## config.mk

```make
export PLATFORM = sky130hd
export DESIGN_NAME = uart_tx_arbiter
export DESIGN_NICKNAME = d
export VERILOG_FILES = /design/src/rtl/uart_tx_arbiter.sv
export SDC_FILE = /design/constraint.sdc
export NUM_CORES = 1
export LEC_CHECK = 0
export CORE_AREA = 2 2 61 63
export CTS_BUF_LIST = sky130_fd_sc_hd__clkbuf_2 sky130_fd_sc_hd__clkbuf_4 sky130_fd_sc_hd__clkbuf_8
export DETAILED_ROUTE_END_ITERATION = 10
export DIE_AREA = 0 0 63 65
export HOLD_SLACK_MARGIN = 0.03
export PLACE_DENSITY_LB_ADDON = 0.25
export SLEW_MARGIN = 20
export SYNTH_ARGS = -nofsm -noshare
export SYNTH_HDL_FRONTEND = slang
export SYNTH_SLANG_ARGS = --single-unit
```

## constraint.sdc

```tcl
create_clock -name clk -period 3.2 [get_ports clk]
set_clock_uncertainty 0.2 [all_clocks]
set_input_delay 0.64 -clock clk [delete_from_list [all_inputs] [get_ports clk]]
set_output_delay 0.64 -clock clk [all_outputs]
set_load 0.005 [all_outputs]
```

## src/rtl/uart_tx_arbiter.sv

```systemverilog
// Round-robin packet arbiter sharing one UART TX engine among NREQ sources.
// Define UART_ARB_TAG_EN to prefix each packet with an 8'hF0|grant tag byte.
module uart_tx_arbiter #(
  parameter int NREQ    = 4,
  parameter int IDX_W   = 2,
  parameter int TIMEOUT = 3170,
  parameter int CNT_W   = 12
) (
  input  logic              clk,
  input  logic              rst_n,
  input  logic [NREQ-1:0]   req_valid,
  input  logic [8*NREQ-1:0] req_data,
  input  logic [NREQ-1:0]   req_last,
  output logic [NREQ-1:0]   req_ready,
  output logic              tx_valid,
  output logic [7:0]        tx_data,
  input  logic              tx_ready,
  output logic              busy,
  output logic [IDX_W-1:0]  grant_idx,
  output logic              timeout_pulse
);

`ifdef UART_ARB_TAG_EN
  typedef enum logic [1:0] {IDLE, TAG, XFER} state_e;
`else
  typedef enum logic [1:0] {IDLE, XFER} state_e;
`endif

  localparam bit TO_EN = (TIMEOUT > 0);
  localparam logic [CNT_W-1:0] TO_LAST =
    CNT_W'(TIMEOUT > 0 ? TIMEOUT - 1 : 0);

  state_e           state_q, state_d;
  logic [IDX_W-1:0] grant_q, grant_d;
  logic [IDX_W-1:0] last_q, last_d;
  logic [CNT_W-1:0] cnt_q, cnt_d;
  logic             tp_q, tp_d;

  logic             sel_valid;
  logic             sel_last;
  logic [7:0]       sel_data;
  logic [IDX_W-1:0] win;
  logic             any_req;

  always_comb begin
    sel_valid = 1'b0;
    sel_last  = 1'b0;
    sel_data  = '0;
    for (int i = 0; i < NREQ; i++) begin
      if (grant_q == IDX_W'(i)) begin
        sel_valid = req_valid[i];
        sel_last  = req_last[i];
        sel_data  = req_data[8*i +: 8];
      end
    end
  end

  // Lowest requester above last_q wins; otherwise wrap to the lowest overall.
  always_comb begin
    win     = '0;
    any_req = |req_valid;
    for (int j = NREQ - 1; j >= 0; j--) begin
      if (req_valid[j]) win = IDX_W'(j);
    end
    for (int j = NREQ - 1; j >= 0; j--) begin
      if (req_valid[j] && (IDX_W'(j) > last_q)) win = IDX_W'(j);
    end
  end

  always_comb begin
    state_d   = state_q;
    grant_d   = grant_q;
    last_d    = last_q;
    cnt_d     = cnt_q;
    tp_d      = 1'b0;
    tx_valid  = 1'b0;
    tx_data   = '0;
    req_ready = '0;
    unique case (state_q)
      IDLE: begin
        cnt_d = '0;
        if (any_req) begin
          grant_d = win;
`ifdef UART_ARB_TAG_EN
          state_d = TAG;
`else
          state_d = XFER;
`endif
        end
      end
`ifdef UART_ARB_TAG_EN
      TAG: begin
        tx_valid = 1'b1;
        tx_data  = 8'hF0 | 8'(grant_q);
        if (tx_ready) begin
          state_d = XFER;
          cnt_d   = '0;
        end
      end
`endif
      XFER: begin
        tx_valid = sel_valid;
        tx_data  = sel_data;
        for (int i = 0; i < NREQ; i++) begin
          req_ready[i] = tx_ready && (grant_q == IDX_W'(i));
        end
        if (sel_valid && tx_ready) begin
          cnt_d = '0;
          if (sel_last) begin
            state_d = IDLE;
            last_d  = grant_q;
          end
        end else if (!sel_valid) begin
          // A serializer stall with valid held is not a timeout.
          if (cnt_q != '1) cnt_d = cnt_q + CNT_W'(1);
          if (TO_EN && cnt_q == TO_LAST) begin
            state_d = IDLE;
            last_d  = grant_q;
            tp_d    = 1'b1;
          end
        end
      end
      default: state_d = IDLE;
    endcase
  end

  always_ff @(posedge clk) begin
    if (!rst_n) begin
      state_q <= IDLE;
      grant_q <= '0;
      last_q  <= IDX_W'(NREQ - 1);
      cnt_q   <= '0;
      tp_q    <= 1'b0;
    end else begin
      state_q <= state_d;
      grant_q <= grant_d;
      last_q  <= last_d;
      cnt_q   <= cnt_d;
      tp_q    <= tp_d;
    end
  end

  assign busy          = (state_q != IDLE);
  assign grant_idx     = grant_q;
  assign timeout_pulse = tp_q;

endmodule
```

; ---- Yosys cells after proc, flatten, opt, wreduce, memory -nomap -nowiden
; Cells that the tools add are included.
[word_totals]
word_cells = 83
out_inout_bits = 17
regBits = 19
inputBits = 43
[classes]
n_addsub = 1
order_cmp = 4
mux = 38
reduce_logical = 20
eq_ne = 13
bitwise_logic = 2
[op_table]
columns = cell, n
row1 = 8-bit two-way mux, 5
row2 = 12-bit two-way mux, 3
row3 = 2-bit two-way mux, 17
row4 = 12-bit case mux with 2 select lines, 1
row5 = 12-bit by 1-bit adder with 12-bit output (second input constant), 1
row6 = 12-bit equality test (second input constant), 1
row7 = 12-bit inequality test (second input constant), 1
row8 = 3-bit inequality test (second input constant), 4
row9 = 1-bit two-way mux, 10
row10 = 1-bit logical AND, 9
row11 = 4-bit AND reduction, 2
row12 = 4-bit OR reduction, 2
row13 = 2-bit nonzero test, 3
row14 = 2-bit by 1-bit equality test with 1-bit output (second input constant), 2
row15 = 2-bit equality test (second input constant), 2
row16 = 1-bit by 2-bit > comparator with 1-bit output (first input constant), 2
row17 = 2-bit > comparator (first input constant), 2
row18 = 2-bit zero test, 2
row19 = 4-bit two-way mux, 1
row20 = 2-bit inequality test (second input constant), 2
row21 = 2-bit case mux with 2 select lines, 1
row22 = 3-bit AND reduction, 1
row23 = 2-bit by 1-bit inequality test with 1-bit output (second input constant), 1
row24 = 1-bit NOT, 2
row25 = 2-bit AND reduction, 1

; ---- Longest topological paths before layout
; Gate-level depths: netlist (run 1).
[logic_depth]
ltp_word = 8
mapped_depth = 7
mapped_depth_nobuf = 7

; ---- Least setup slack after synthesis (run 1)
; OpenSTA, ideal clock, no wires.
[synth_timing]
kind = input-to-output
start = input req_valid[3]
end = output tx_valid
arrival_ps = 1458
cell_stages = 3
path_buffers = 1
t_required_ps = 2360
path_slack_ps = 902
path_cell_list = mux4_2 buf_6 and2_1
[synth_between]
elab_chain_len = 2
[synth_rtl]
columns = element, line_no
row1 = from (decl), 11  ; input logic [NREQ-1:0] req_valid,
row2 = 1-bit two-way mux, 50  ; if (grant_q == IDX_W'(i)) begin
row3 = 1-bit two-way mux, 79  ; unique case (state_q)
row4 = to (decl), 15  ; output logic tx_valid,
; Every way passes these cells.

; ---- Worst setup path in the final report (run 1)
[layout_timing]
start = register grant_q[0] (netlist: grant_idx[0])
end = output tx_data[4]
[layout_between]
elab_chain_len = 6
word_cells_on_any_way = 9
cone_classes = eq/ne (3) / mux (5) / reduce/logical (1)
[layout_rtl]
columns = element, line_no
row1 = from (decl), 34  ; logic [IDX_W-1:0] grant_q, grant_d;
row2 = from (signal assigned), 136  ; grant_q <= grant_d;
row3 = 2-bit zero test, 50
row4 = 8-bit two-way mux (3 in series), 50
row5 = 8-bit two-way mux *, 50
row6 = 8-bit two-way mux *, 79
row7 = to (decl), 16  ; output logic [7:0] tx_data,
; Every way passes the cells marked *; elsewhere a longest branch is shown, timed or not.

==> flow_summary_export.csv, run 1 <==
group,metric,value,unit
drt,wl,3.80,mm
drt,vias,1393,
critical_path,cp.buffers_inverters,2,
synth,synthAdderAreaFrac,1.84,%
synth,netlist_instances,145,
grt,grt_pass1_vias,1422,
final_layout,multi_input_area,922,µm²
clocking,cts_max_path_buffers,2,
clocking,cts_tree,"done",
run_status,status,"finished clean",
synth,synth.area.top_cells,"dfxtp_1, mux4_2, and2_1",
floorplan,row_count,22,
grt,antenna_found_initial,0,
sta,max_slew_margin,59.8,%
floorplan,fp.coreArea,3500,µm²
place,place_ws,0.198,ns
clocking,clk_pin_slew,0.11,ns
final_layout,final_cells,256,
pwr,power.total,594,µW
synth,yosysUniqueCellTypes,44,
floorplan,start_util,38.8,%
critical_path,crit_path_max_incr_delay,0.55,ns
synth,synth_flop_cell,"dfxtp_1",
grt,grt_max_degree,21,
synth,yosysWarnings,0,
synth,ys_ff_latch,18,
drt,final_antenna_net_count,0,
synth,synth-compound-area-share,19.9,%
floorplan,die_area,4100,µm²
pwr,p_leak,0.696,nW
hold_path,min_path_type,"register to register",
drt,vias_per_cell,5.44,
place,globalplace.congestion,0.790,
grt,grt_usage,18.8,%
critical_path,cp.arrival,2.21,ns
critical_path,cpLargestDelayFamily,"buffers and inverters",
drt,first_pass_iters,4,
final_layout,final_core_util,58.6,%
floorplan,die_width,63,µm
final_layout,fin_nets,254,
critical_path,cp_slowest_cell,"dfxtp_1",
sta,final_hold_viol_count,0,
drt,drc,0,
sta,fmax,0.328,GHz
final_layout,final_common_cell,"clkdlybuf4s50_1",
synth,synth_top_area_share,26.5,%
synth,synth_xor_area_share,1.94,%
sta,fin_ws,0.154,ns
job,maxCapViolCount,0,
sta,worst_slew_pin_slew,0.602,ns
place,place_inst,252,
final_layout,area_growth,50.9,%
drt,wl_met2,2.09,mm
clocking,clk_latency,0.30,ns
final_layout,antenna_cells,0,
final_layout,nFillCells,317,
clocking,cts_resized,0,
sta,fin_crit,3.05,ns
clocking,cts_root_buf,"clkbuf_4",
sta,fin_crit_sh,95.2,%
sta,tns,0,ns
critical_path,crit_chain,"buf_4, mux4_2, and2_1, clkdlybuf4s50_1",
pwr,power-per-cell-area,290,nW/µm²
floorplan,io_pins,60,
drt,top_layer_used,"met4",
synth,yosys.area_share.simple,25.3,%
synth,syn_nets,190,
drt,wl_met3,103,µm
clocking,cts.sinks,18,
final_layout,mostFrequentLayoutCells,"clkdlybuf4s50_1, dfxtp_1, nor2_1",
drt,drt_iter0_markers,29,
critical_path,critical_path_class,"register to output port",
synth,async_flop_share,0,%
place,io_buffers,59,
synth,synth.largest_area_cell,"dfxtp_1",
place,dp_hpwl,3.07,mm
pwr,ir_drop,0.235,mV
floorplan,fp.dieH,65,µm
synth,synth.area.mux_share,19.0,%
clocking,numCtsBuffers,3,
synth,synth_top_family_by_area,"simple AND/OR/NAND/NOR gates",
clocking,cts_hold_buf,0,
sta,setup-violations-final,0,
clocking,ctsHtreeMaxLevel,1,
drt,wl_met1,1.59,mm
critical_path,cp_max_fo,6,
sta,rsz0062_at_grt,"no",
synth,synth-edff-count,0,
synth,yosysSeqAreaShare,26.5,%
grt,grt_pass1_wl,6.15,mm
critical_path,crit_path_end_kind,"output port",
final_layout,drive_above_1_share,14.4,%
sta,maxSlewViolCount,0,
final_layout,ff_latch_area,360,µm²
synth,avgSynthCellArea,9.36,µm²
critical_path,critical_path_required,2.36,ns
drt,wl_per_cell,14.8,µm
synth,syn_area,1360,µm²
critical_path,start_kind,"register",
grt,overflow,0,
clocking,post-cts-setup-buffers,0,
## per-stage QoR
step           hold WS, ns  cell area [µm²]
5_1_grt              0.336             2050
3_5_place_dp         0.296             2010
3_3_place_gp         0.275             2010
2_1_floorplan        0.250             1360
6_report             0.313             2050
4_1_cts              0.311             2050
## routing by layer
| metal | track usage [%] | up-vias |
|---|---|---|
| li1 | - | 685 |
| met1 | 21.2 | 675 |
| met2 | 36.0 | 29 |
| met3 | 3.30 | 4 |
| met4 | 5.00 | 0 |
| met5 | 0 | - |
## where the power goes
part           switching [mW]  total [mW]  internal, mW
clock network          0.0740       0.143        0.0694
logic                  0.0701       0.205         0.135
registers              0.0159       0.246         0.230
total                   0.160       0.594         0.434
## logic make-up after synthesis
family	Yosys count
XOR/XNOR	3
AND/OR/NAND/NOR	64
adder cells (fa/ha/maj)	2
buffers and inverters	13
AO/OA/AOI/OAI	32
flip-flops	18
multiplexers	13
## path summary, 6_finish.rpt
path	slack [ns]	depth (start not counted)	endpoint	start
max	0.15	4	tx_data[4]	grant_idx[0]$_SDFFE_PN0P_
min	0.31	1	cnt_q[10]$_SDFFE_PN0P_	cnt_q[10]$_SDFFE_PN0P_
max reg2reg	0.77	6	cnt_q[9]$_SDFFE_PN0P_	grant_idx[0]$_SDFFE_PN0P_
min reg2reg	0.31	1	cnt_q[10]$_SDFFE_PN0P_	cnt_q[10]$_SDFFE_PN0P_
## registers in the layout, indices dropped and copies added, names as in the netlist
| name | flops |
|---|---|
| last_q | 2 |
| cnt_q | 12 |
| state_q | 1 |
| timeout_pulse | 1 |
| grant_idx | 2 |
## worst register-to-register path: cells and delay by family, from the launching register on
kind,cells,cell delay (ns)
compound gates,2,0.46
buf+inv,1,0.20
flops,1,0.55
mux,1,0.57
simple gates,2,0.35
## area by class of cell
| class | instances | share of cell area (%) |
|---|---|---|
| Sequential cell | 18 | 17.6 |
| Timing Repair Buffer | 67 | 31.8 |
| Inverter | 5 | 0.916 |
| Tap cell | 48 | 2.93 |
| Multi-Input combinational cell | 114 | 45.0 |
| Clock buffer | 4 | 1.77 |
## cells in the mapped netlist, types with 3 or more instances
master     n
dfxtp_1   18
nor2_1    13
and2_1    12
nand2_1   12
mux4_2    10
nand3_1   10
o21ai_0    7
o31ai_1    6
inv_1      5
and4_1     3
buf_2      3
buf_6      3
nand2b_1   3
o221ai_1   3
(Power assumes the default switching activity.)
==> inputs of run 2 (changes only) <==
Settings changed: GPL_ROUTABILITY_DRIVEN set to 0.
==> results of run 2 <==
No change in the layout: final DEF, timing and power equal those of run 1.
==> inputs of run 3 (changes only) <==
Settings changed: MAX_ROUTING_LAYER set to met4.
==> run 3 against run 2 <==
  * Power about the same
  * First-iteration DRC count did not move
  * Clock-buffer cell count did not move
  * Global-route usage grew 0.52 points
  * Setup slack barely moved
  * Flip-flop and latch count unchanged
  * Clock power hardly changed
  * Wire length about the same
  * Fmax did not move
  * Critical path depth unchanged
  * Combinational power barely moved
==> flow_summary_export.csv, run 3 (same netlist as run 1, synthesis figures left out) <==
group,metric,value,unit
hold_path,min_to,"cnt_q[10]$_SDFFE_PN0P_",
critical_path,cp.arrival,2.21,ns
hold_path,worstHoldStart,"cnt_q[10]$_SDFFE_PN0P_",
drt,drt_iter0_markers,29,
final_layout,mostFrequentLayoutCells,"clkdlybuf4s50_1, dfxtp_1, nor2_1",
pwr,ir_drop,0.235,mV
floorplan,io_pins,60,
run_status,status,"finished clean",
drt,drc,0,
final_layout,fin_nets,254,
drt,final_antenna_net_count,0,
sta,worst_slew_pin_slew,0.602,ns
clocking,cts_tree,"done",
final_layout,design_area,2050,µm²
sta,maxSlewViolCount,0,
grt,grt_pass1_wl,6.15,mm
place,dp_hpwl,3.07,mm
clocking,ctsHtreeMaxLevel,1,
hold_path,hold_path_depth,1,
grt,antenna_found_initial,0,
sta,whs,0.313,ns
final_layout,final_common_cell,"clkdlybuf4s50_1",
critical_path,cp_slowest_cell,"dfxtp_1",
grt,grt_pass1_vias,1422,
drt,wl_per_cell,14.8,µm
grt,grt_usage,19.3,%
clocking,cts_max_path_buffers,2,
final_layout,antenna_cells,0,
critical_path,r2r.worst_path.cells,6,
critical_path,start_kind,"register",
grt,grt_max_degree,21,
clocking,cts_hold_buf,0,
clocking,post-cts-setup-buffers,0,
drt,wl,3.80,mm
clocking,numCtsBuffers,3,
final_layout,nFillCells,317,
sta,rsz0062_at_grt,"no",
final_layout,registers.top_by_ff_count,"cnt_q",
sta,max_slew_margin,59.8,%
critical_path,crit_path_max_incr_delay,0.55,ns
clocking,cts.sinks,18,
critical_path,crit_chain,"buf_4, mux4_2, and2_1, clkdlybuf4s50_1",
critical_path,cp.buffers_inverters,2,
drt,vias,1393,
final_layout,area_growth,50.9,%
clocking,clk_pin_slew,0.11,ns
sta,tns,0,ns
floorplan,fp.dieH,65,µm
sta,fin_crit,3.05,ns
clocking,cts_resized,0,
final_layout,largest_register_ffs,12,
floorplan,row_count,22,
sta,setup-violations-final,0,
clocking,cts_root_buf,"clkbuf_4",
critical_path,critical_path_class,"register to output port",
critical_path,crit_cells,4,
floorplan,die_area,4100,µm²
clocking,clk_latency,0.30,ns
floorplan,start_util,38.8,%
drt,vias_per_cell,5.44,
sta,fmax,0.328,GHz
critical_path,r2r-start,"grant_idx[0]$_SDFFE_PN0P_",
grt,overflow,0,
final_layout,drive_above_1_share,14.4,%
sta,fin_crit_sh,95.2,%
place,io_buffers,59,
critical_path,r2r_end,"cnt_q[9]$_SDFFE_PN0P_",
critical_path,critical_path_required,2.36,ns
critical_path,r2r_slack,0.77,ns
critical_path,cpLargestDelayFamily,"buffers and inverters",
sta,final_hold_viol_count,0,
pwr,power-per-cell-area,290,nW/µm²
pwr,p_leak,0.696,nW
critical_path,cp_max_fo,6,
job,maxCapViolCount,0,
drt,first_pass_iters,4,
floorplan,fp.coreArea,3500,µm²
floorplan,die_width,63,µm
hold_path,min_path_type,"register to register",
place,place_area,2010,µm²
critical_path,crit_path_end_kind,"output port",
run 3: layer usage:
layer / global-route usage [%] / up-vias / wire length (µm)
met3: 3.30 / 4 / 102
li1: - / 685 / -
met4: 5.00 / 0 / 20
met2: 36.0 / 29 / 2090
met1: 21.2 / 675 / 1590
met5: - / - / 0
run 3: how the worst max path moves through the flow:
stage,from,endpoint,slack [ns]
after detailed placement,req_valid[0],tx_valid,0.20
final,grant_idx[0]$_SDFFE_PN0P_,tx_data[4],0.15
after floorplan,req_valid[3],tx_valid,0.90
after global placement,req_valid[3],tx_valid,0.21
after CTS,grant_idx[0]$_SDFFE_PN0P_,tx_data[4],0.11
after global routing,grant_idx[0]$_SDFFE_PN0P_,tx_data[4],0.03
run 3: metrics by stage:
| stage | worst slack [ns] | utilization (%) | std cells | total power, mW |
|---|---|---|---|---|
| 6_report | 0.154 | 58.6 | 256 | 0.594 |
| 5_1_grt | 0.0276 | 58.6 | 256 | 0.623 |
| 4_1_cts | 0.110 | 58.6 | 256 | 0.600 |
| 3_5_place_dp | 0.198 | 57.6 | 252 | 0.457 |
| 3_3_place_gp | 0.207 | 57.6 | 252 | 0.451 |
| 2_1_floorplan | 0.902 | - | 145 | 0.352 |
run 3: layout make-up:
class | count | area, µm² | share of cell area (%)
inverter | 5 | 18.8 | 0.916
timing repair buffer | 67 | 651 | 31.8
clock buffer | 4 | 36.3 | 1.77
multi-input combinational | 114 | 922 | 45.0
tap | 48 | 60.1 | 2.93
sequential | 18 | 360 | 17.6
run 3: where the power goes:
group | switching [mW] | internal (mW) | total, mW
clock network | 0.0740 | 0.0694 | 0.143
registers | 0.0159 | 0.230 | 0.246
logic | 0.0700 | 0.135 | 0.205
